$ cat src/rtl/spi_ram_pkg.sv
// Shared constants and state encoding for the SPI RAM responder.
package spi_ram_pkg;

    localparam int unsigned CMD_BITS  = 8;
    localparam int unsigned ADDR_BITS = 16;
    localparam int unsigned DATA_BITS = 8;
    localparam int unsigned CNT_W     = 5;

    localparam logic [7:0] CMD_READ  = 8'h03;
    localparam logic [7:0] CMD_WRITE = 8'h02;

    typedef enum logic [2:0] {
        ST_IDLE    = 3'd0,
        ST_CMD     = 3'd1,
        ST_ADDR    = 3'd2,
        ST_RD_DATA = 3'd3,
        ST_WR_DATA = 3'd4,
        ST_IGNORE  = 3'd5
    } state_t;

endpackage

$ cat src/rtl/spi_ram_responder_if.sv
// SPI pins plus local host port of the SPI RAM responder.
interface spi_ram_responder_if #(
    parameter int unsigned ADDR_W = 4
);
    import spi_ram_pkg::*;

    logic                 spi_cs_n;
    logic                 spi_sck;
    logic                 spi_mosi;
    logic                 spi_miso;
    logic                 host_we;
    logic [ADDR_W-1:0]    host_addr;
    logic [DATA_BITS-1:0] host_wdata;
    logic [DATA_BITS-1:0] host_rdata;
    logic                 busy;
    logic                 cmd_err;

    modport slave (
        input  spi_cs_n, spi_sck, spi_mosi, host_we, host_addr, host_wdata,
        output spi_miso, host_rdata, busy, cmd_err
    );

    modport master (
        output spi_cs_n, spi_sck, spi_mosi, host_we, host_addr, host_wdata,
        input  spi_miso, host_rdata, busy, cmd_err
    );

endinterface

$ cat src/rtl/spi_pin_sync.sv
// Two-flop synchronisers for cs_n/sck/mosi plus sck edge strobes.
module spi_pin_sync (
    input  logic clk,
    input  logic i_cs_n,
    input  logic i_sck,
    input  logic i_mosi,
    output logic o_cs_n,
    output logic o_mosi,
    output logic o_sck_rise_c,
    output logic o_sck_fall_c
);

    logic [1:0] r_cs_n;
    logic [1:0] r_mosi;
    logic [2:0] r_sck;

    // Pads are free-running asynchronous inputs; flops just track them.
    always_ff @(posedge clk) begin
        r_cs_n <= {r_cs_n[0], i_cs_n};
        r_mosi <= {r_mosi[0], i_mosi};
        r_sck  <= {r_sck[1:0], i_sck};
    end

    assign o_cs_n       = r_cs_n[1];
    assign o_mosi       = r_mosi[1];
    assign o_sck_rise_c =  r_sck[1] & ~r_sck[2];
    assign o_sck_fall_c = ~r_sck[1] &  r_sck[2];

endmodule

$ cat src/rtl/spi_ram_responder.sv
// SPI mode-0 RAM target (READ/WRITE, 16-bit address, bursts) with host port.
module spi_ram_responder
    import spi_ram_pkg::*;
#(
    parameter int unsigned DEPTH  = 16,
    parameter int unsigned ADDR_W = 4
) (
    input  logic                clk,
    input  logic                reset,
    spi_ram_responder_if.slave  bus
);

    logic                 w_cs_n;
    logic                 w_mosi;
    logic                 w_rise;
    logic                 w_fall;
    logic [7:0]           w_byte;
    logic [ADDR_W-1:0]    w_idx;
    logic [ADDR_W-1:0]    w_ptr_next;

    state_t               r_state;
    logic [6:0]           r_shift;
    logic [CNT_W-1:0]     r_bit_cnt;
    logic                 r_is_read;
    logic                 r_armed;
    logic [ADDR_W-1:0]    r_ptr;
    logic [DATA_BITS-1:0] r_tx;
    logic                 r_miso;
    logic                 r_cmd_err;
    logic                 r_wr_pend;
    logic [ADDR_W-1:0]    r_wr_idx;
    logic [DATA_BITS-1:0] r_wr_data;
    logic [DATA_BITS-1:0] r_host_rdata;
    logic [DATA_BITS-1:0] r_mem [DEPTH];

    spi_pin_sync u_sync (
        .clk          (clk),
        .i_cs_n       (bus.spi_cs_n),
        .i_sck        (bus.spi_sck),
        .i_mosi       (bus.spi_mosi),
        .o_cs_n       (w_cs_n),
        .o_mosi       (w_mosi),
        .o_sck_rise_c (w_rise),
        .o_sck_fall_c (w_fall)
    );

    // Byte formed by the current shift contents plus the bit being sampled.
    assign w_byte     = {r_shift, w_mosi};
    assign w_idx      = w_byte[ADDR_W-1:0];
    assign w_ptr_next = r_ptr + ADDR_W'(1);

    // Protocol FSM with its datapath registers.
    always_ff @(posedge clk) begin
        if (reset) begin
            r_state   <= ST_IDLE;
            r_shift   <= '0;
            r_bit_cnt <= '0;
            r_is_read <= 1'b0;
            r_armed   <= 1'b0;
            r_ptr     <= '0;
            r_tx      <= '0;
            r_miso    <= 1'b0;
            r_cmd_err <= 1'b0;
            r_wr_pend <= 1'b0;
            r_wr_idx  <= '0;
            r_wr_data <= '0;
        end else begin
            r_cmd_err <= 1'b0;
            r_wr_pend <= 1'b0;
            // A transaction may only start after cs_n has been seen high.
            if (w_cs_n) begin
                r_armed <= 1'b1;
            end
            if (w_cs_n && (r_state != ST_IDLE)) begin
                r_state   <= ST_IDLE;
                r_shift   <= '0;
                r_bit_cnt <= '0;
                r_tx      <= '0;
                r_miso    <= 1'b0;
            end else begin
                case (r_state)
                    ST_IDLE: begin
                        if (!w_cs_n) begin
                            r_state <= r_armed ? ST_CMD : ST_IGNORE;
                        end
                    end
                    ST_CMD: begin
                        if (w_rise) begin
                            r_shift <= w_byte[6:0];
                            if (r_bit_cnt == CNT_W'(CMD_BITS - 1)) begin
                                r_bit_cnt <= '0;
                                case (w_byte)
                                    CMD_READ: begin
                                        r_is_read <= 1'b1;
                                        r_state   <= ST_ADDR;
                                    end
                                    CMD_WRITE: begin
                                        r_is_read <= 1'b0;
                                        r_state   <= ST_ADDR;
                                    end
                                    default: begin
                                        r_cmd_err <= 1'b1;
                                        r_state   <= ST_IGNORE;
                                    end
                                endcase
                            end else begin
                                r_bit_cnt <= r_bit_cnt + CNT_W'(1);
                            end
                        end
                    end
                    ST_ADDR: begin
                        if (w_rise) begin
                            r_shift <= w_byte[6:0];
                            if (r_bit_cnt == CNT_W'(ADDR_BITS - 1)) begin
                                r_bit_cnt <= '0;
                                r_ptr     <= w_idx;
                                if (r_is_read) begin
                                    r_tx    <= r_mem[w_idx];
                                    r_state <= ST_RD_DATA;
                                end else begin
                                    r_state <= ST_WR_DATA;
                                end
                            end else begin
                                r_bit_cnt <= r_bit_cnt + CNT_W'(1);
                            end
                        end
                    end
                    ST_RD_DATA: begin
                        if (w_fall) begin
                            r_miso <= r_tx[DATA_BITS-1];
                            if (r_bit_cnt == CNT_W'(DATA_BITS - 1)) begin
                                r_bit_cnt <= '0;
                                r_ptr     <= w_ptr_next;
                                r_tx      <= r_mem[w_ptr_next];
                            end else begin
                                r_bit_cnt <= r_bit_cnt + CNT_W'(1);
                                r_tx      <= {r_tx[DATA_BITS-2:0], 1'b0};
                            end
                        end
                    end
                    ST_WR_DATA: begin
                        if (w_rise) begin
                            r_shift <= w_byte[6:0];
                            if (r_bit_cnt == CNT_W'(DATA_BITS - 1)) begin
                                r_bit_cnt <= '0;
                                r_wr_pend <= 1'b1;
                                r_wr_idx  <= r_ptr;
                                r_wr_data <= w_byte;
                                r_ptr     <= w_ptr_next;
                            end else begin
                                r_bit_cnt <= r_bit_cnt + CNT_W'(1);
                            end
                        end
                    end
                    ST_IGNORE: begin
                        r_miso <= 1'b0;
                    end
                    default: begin
                        r_state <= ST_IDLE;
                    end
                endcase
            end
        end
    end

    // Memory array: SPI commit has priority over a host write to the same index.
    always_ff @(posedge clk) begin
        if (r_wr_pend) begin
            r_mem[r_wr_idx] <= r_wr_data;
        end
        if (bus.host_we && !(r_wr_pend && (r_wr_idx == bus.host_addr))) begin
            r_mem[bus.host_addr] <= bus.host_wdata;
        end
    end

    // Registered host read port (old data on read-during-write).
    always_ff @(posedge clk) begin
        if (reset) begin
            r_host_rdata <= '0;
        end else begin
            r_host_rdata <= r_mem[bus.host_addr];
        end
    end

    assign bus.spi_miso   = r_miso;
    assign bus.host_rdata = r_host_rdata;
    assign bus.busy       = (r_state != ST_IDLE);
    assign bus.cmd_err    = r_cmd_err;

endmodule

$ cat src/flat_wrapper.sv
// flat-port wrapper written by rule: the top's interface ports become plain ports
module spi_ram_responder_flat import spi_ram_pkg::*;
#(
    parameter int unsigned DEPTH  = 16,
    parameter int unsigned ADDR_W = 4
)
  (clk, reset, bus_spi_cs_n, bus_spi_sck, bus_spi_mosi, bus_host_we, bus_host_addr, bus_host_wdata, bus_spi_miso, bus_host_rdata, bus_busy, bus_cmd_err);
  spi_ram_responder_if #(.ADDR_W(ADDR_W)) bus_i ();
  input  logic clk;
  input  logic reset;
  input wire logic [$bits(bus_i.spi_cs_n)-1:0] bus_spi_cs_n;
  input wire logic [$bits(bus_i.spi_sck)-1:0] bus_spi_sck;
  input wire logic [$bits(bus_i.spi_mosi)-1:0] bus_spi_mosi;
  input wire logic [$bits(bus_i.host_we)-1:0] bus_host_we;
  input wire logic [$bits(bus_i.host_addr)-1:0] bus_host_addr;
  input wire logic [$bits(bus_i.host_wdata)-1:0] bus_host_wdata;
  output wire logic [$bits(bus_i.spi_miso)-1:0] bus_spi_miso;
  output wire logic [$bits(bus_i.host_rdata)-1:0] bus_host_rdata;
  output wire logic [$bits(bus_i.busy)-1:0] bus_busy;
  output wire logic [$bits(bus_i.cmd_err)-1:0] bus_cmd_err;
  assign bus_i.spi_cs_n = bus_spi_cs_n;
  assign bus_i.spi_sck = bus_spi_sck;
  assign bus_i.spi_mosi = bus_spi_mosi;
  assign bus_i.host_we = bus_host_we;
  assign bus_i.host_addr = bus_host_addr;
  assign bus_i.host_wdata = bus_host_wdata;
  assign bus_spi_miso = bus_i.spi_miso;
  assign bus_host_rdata = bus_i.host_rdata;
  assign bus_busy = bus_i.busy;
  assign bus_cmd_err = bus_i.cmd_err;
  spi_ram_responder #(.DEPTH(DEPTH), .ADDR_W(ADDR_W)) u_core (.clk(clk), .reset(reset), .bus(bus_i));
endmodule
$ cat config.mk
export PLATFORM = sky130hd
export DESIGN_NAME = spi_ram_responder_flat
export DESIGN_NICKNAME = d
export VERILOG_FILES = /design/src/rtl/spi_ram_pkg.sv /design/src/rtl/spi_ram_responder_if.sv /design/src/rtl/spi_pin_sync.sv /design/src/rtl/spi_ram_responder.sv /design/src/flat_wrapper.sv
export SDC_FILE = /design/constraint.sdc
export NUM_CORES = 1
export LEC_CHECK = 0
export ABC_AREA = 1
export BUFFER_PORTS_ARGS = -buffer_cell sky130_fd_sc_hd__buf_2
export CORE_ASPECT_RATIO = 2
export CORE_UTILIZATION = 25
export CTS_BUF_LIST = sky130_fd_sc_hd__clkbuf_4
export DETAILED_ROUTE_END_ITERATION = 8
export PLACE_DENSITY = 0.48
export SLEW_MARGIN = 10
export SYNTH_ARGS = -nofsm -noshare
export SYNTH_HDL_FRONTEND = slang
export SYNTH_SLANG_ARGS = --single-unit
$ cat constraint.sdc
create_clock -name clk -period 2.7 [get_ports clk]
set_input_delay 0.27 -clock clk [delete_from_list [all_inputs] [get_ports clk]]
set_output_delay 0.27 -clock clk [all_outputs]
set_load 0.01 [all_outputs]
==> results.json <==
{
  "max_slew_margin_pct": 10.9,
  "grt_usage_pct": 23.4,
  "nNetsFinal": 1791,
  "finalCritPeriodShare_pct": 95.2,
  "die_area_um2": 50400,
  "synthMuxAreaShare_pct": 0,
  "synth_area_leaders": "edfxtp_1 31%, nand2_1 18%, nand3_1 12%",
  "layout_common_cells": "586 x nand2_1, 300 x nand3_1, 174 x inv_1",
  "insertion_delay_ps": 690,
  "numPortBuffers": 28,
  "clk_pin_slew_ps": 200,
  "synth_xor_area_share_pct": 0.202,
  "ir_drop_v": 0.000461,
  "synth_nets": 1802,
  "synth_top_area_cell": "edfxtp_1",
  "start_util_pct": 25.4,
  "avgViaCountPerCell": 5.23,
  "cts_tree": "built",
  "seq_area_frac_synth_pct": 40.6,
  "yosysWarnings": 0,
  "first_global_vias": 12000,
  "synth_compound_area_share_pct": 12.4,
  "drt_iter0_markers": 1409,
  "fin_skew_ps": 38.1,
  "drc": 0,
  "synthDistinctLibCells": 42,
  "p_leak_nw": 6.17,
  "synth_fa_ha_area_share_pct": 0.405,
  "cts_buffers": 17,
  "tns_ps": 0,
  "critPathKind": "flop to flop",
  "routed_wl_mm": 58.7,
  "hpwl_mm": 43.0,
  "clockBufferDepth": 2,
  "setup_viol": 0,
  "mostFrequentLayoutCell": "nand2_1",
  "gr-total-overflow": 0,
  "startpoint_type": "flop",
  "htreeDepth": 4,
  "path_max_fanout": 33,
  "fp.dieW_um": 159,
  "fin_crit_ps": 2570,
  "final_hold_viol_count": 0,
  "clkSinkCount": 187,
  "synth-main-ff-cell": "edfxtp_1",
  "ys_ff_latch": 187,
  "fmax_ghz": 0.389,
  "yosys.area.top_type_share_pct": 31.1,
  "synth_area_um2": 12400,
  "cts_root_buf": "clkbuf_4",
  "via_count": 12700,
  "cp.required_ps": 3270,
  "grt_first_pass_wirelength_mm": 84.5,
  "powerDensity_nw_per_um2": 671,
  "arrival_ps": 3140,
  "grt_max_degree": 51,
  "drive_above_1_share_pct": 11.0,
  "rsz0062_at_grt": "no",
  "p_total_w": 0.00917,
  "syn_to_final_growth_pct": 10.5,
  "syn_inst": 1780,
  "final_max_slew_viol_count": 0,
  "synth_top_family_by_area": "simple AND/OR/NAND/NOR gates",
  "cap_violations": 0,
  "synthArstFlopShare_pct": 0,
  "ios": 29,
  "worst_pin_slew_ps": 1320,
  "antenna_found_initial": 1,
  "end_kind": "flop",
  "final_antenna_net_count": 0,
  "synth_simple_gate_area_share_pct": 35.7,
  "outcome": "completed",
  "core.rowCount": 114,
  "core_area_um2": 48600,
  "die_h_um": 316,
  "min_path_type": "input pin to flop",
  "drt_pass1_iterations": 6,
  "synth_edf_count": 128,
  "finalWeightedCongestion": 1.05,
  "syn_avg_cell_area_um2": 6.95,
  "wire_per_inst_um": 24.3
}
[flip-flops by register name (all words and copies together), names as in the netlist]
name                   flops
u_core.r_tx                8
u_core.u_sync.r_mosi       2
u_core.u_sync.r_sck        3
u_core.r_ptr               4
u_core.r_state             3
u_core.bus.cmd_err         1
u_core.r_is_read           1
u_core.r_wr_idx            4
u_core.r_mem             128
u_core.r_wr_pend           1
u_core.r_shift             7
u_core.u_sync.r_cs_n       2
u_core.bus.spi_miso        1
u_core.r_armed             1
u_core.bus.host_rdata      8
u_core.r_bit_cnt           5
u_core.r_wr_data           8
[layer usage]
metal	wire, µm	global-route usage, %	vias up
met5	0	0	-
met4	5470	20.7	0
met3	3010	3.34	187
met2	29700	41.5	577
met1	20500	24.1	6017
li1	-	-	5873
[worst max-delay path, stage by stage, from the launching register on]
cell and delay [ps]:
dfxtp_4 460, buf_4 310, inv_1 120, buf_12 180
o21ai_0 790, nand3_1 180, nand3_1 130, nand3_1 90
nand2_1 90, a21oi_2 50
[path summary, 6_finish.rpt]
kind / start / end / slack (ps) / cells after the start
worst max register to register: u_core.r_ptr[0]$_SDFFE_PP0P_ / u_core.r_tx[5]$_SDFFE_PP0P_ / 130 / 9
worst min register to register: u_core.u_sync.r_mosi[0]$_DFF_P_ / u_core.u_sync.r_mosi[1]$_DFF_P_ / 340 / 0
worst max-delay path: u_core.r_ptr[0]$_SDFFE_PP0P_ / u_core.r_tx[5]$_SDFFE_PP0P_ / 130 / 9
worst min-delay path: bus_host_addr[3] / u_core.r_mem[0][6]$_DFFE_PP_ / 100 / 4
[synthesized netlist by cell type (2+ instances only)]
cell / number
nand3_2: 2
nand2_2: 4
nand2_1: 586
o21ai_0: 106
o21ai_1: 5
clkbuf_1: 71
nand4_1: 5
nor2_2: 3
buf_4: 17
nand3b_1: 3
nand2_4: 2
nor2_4: 7
nor3_1: 3
nand4_2: 12
nor3_4: 2
a21oi_1: 56
ha_1: 4
o21ai_2: 4
a21oi_2: 7
o22ai_1: 45
a31oi_1: 3
o211ai_1: 24
edfxtp_1: 128
a22oi_1: 5
nand3_1: 300
dfxtp_1: 59
buf_1: 13
inv_2: 16
a22o_1: 3
buf_2: 28
o221ai_1: 6
inv_1: 175
nor2_1: 67
[through the flow]
stage | cells | hold WS (ps) | instance area (µm²) | utilization (%) | worst slack [ps]
4_1_cts | 2420 | 69.8 | 13700 | 28.1 | 333
6_report | 2421 | 96.9 | 13700 | 28.1 | 129
3_3_place_gp | 2384 | 312 | 13300 | 27.4 | -371
5_1_grt | 2421 | 100 | 13700 | 28.1 | 57.9
2_1_floorplan | 1780 | 298 | 12400 | - | 749
3_5_place_dp | 2384 | 314 | 13300 | 27.4 | -410
[cell families (layout without fill, tap and decap cells)]
logic type,Yosys count,after routing
DFF,187,187
adders and majority gates,4,4
and+or+nand+nor,1000,1000
xor gates and xnor gates,2,2
other,0,1
buffers and inverters,323,325
AOI/OAI and AO/OA,264,264
[repair_timing]
item / in CTS / in global routing
buffers inserted: 0 / 0
resized for setup: 0 / 1
setup endpoints to repair: 0 / 1
hold buffers: 4 / 0
hold endpoints to repair: 8 / 0
[final cells by class]
cell class,count,area (µm²)
diodes,1,2.50
clock buffers,19,143
clock inverters,13,148
repair buffers,100,778
multi-input cells,1270,6030
flip-flops and latches,187,5030
inverters,193,729
well taps,638,798
fillers,5279,35000
[power breakdown]
group          internal [W]  leakage (nW)  switching, W
Combinational       0.00106          4.59       0.00308
Sequential          0.00316          1.42      0.000151
Clock              0.000524         0.162       0.00119
Power figures use the tool's default switching activity.
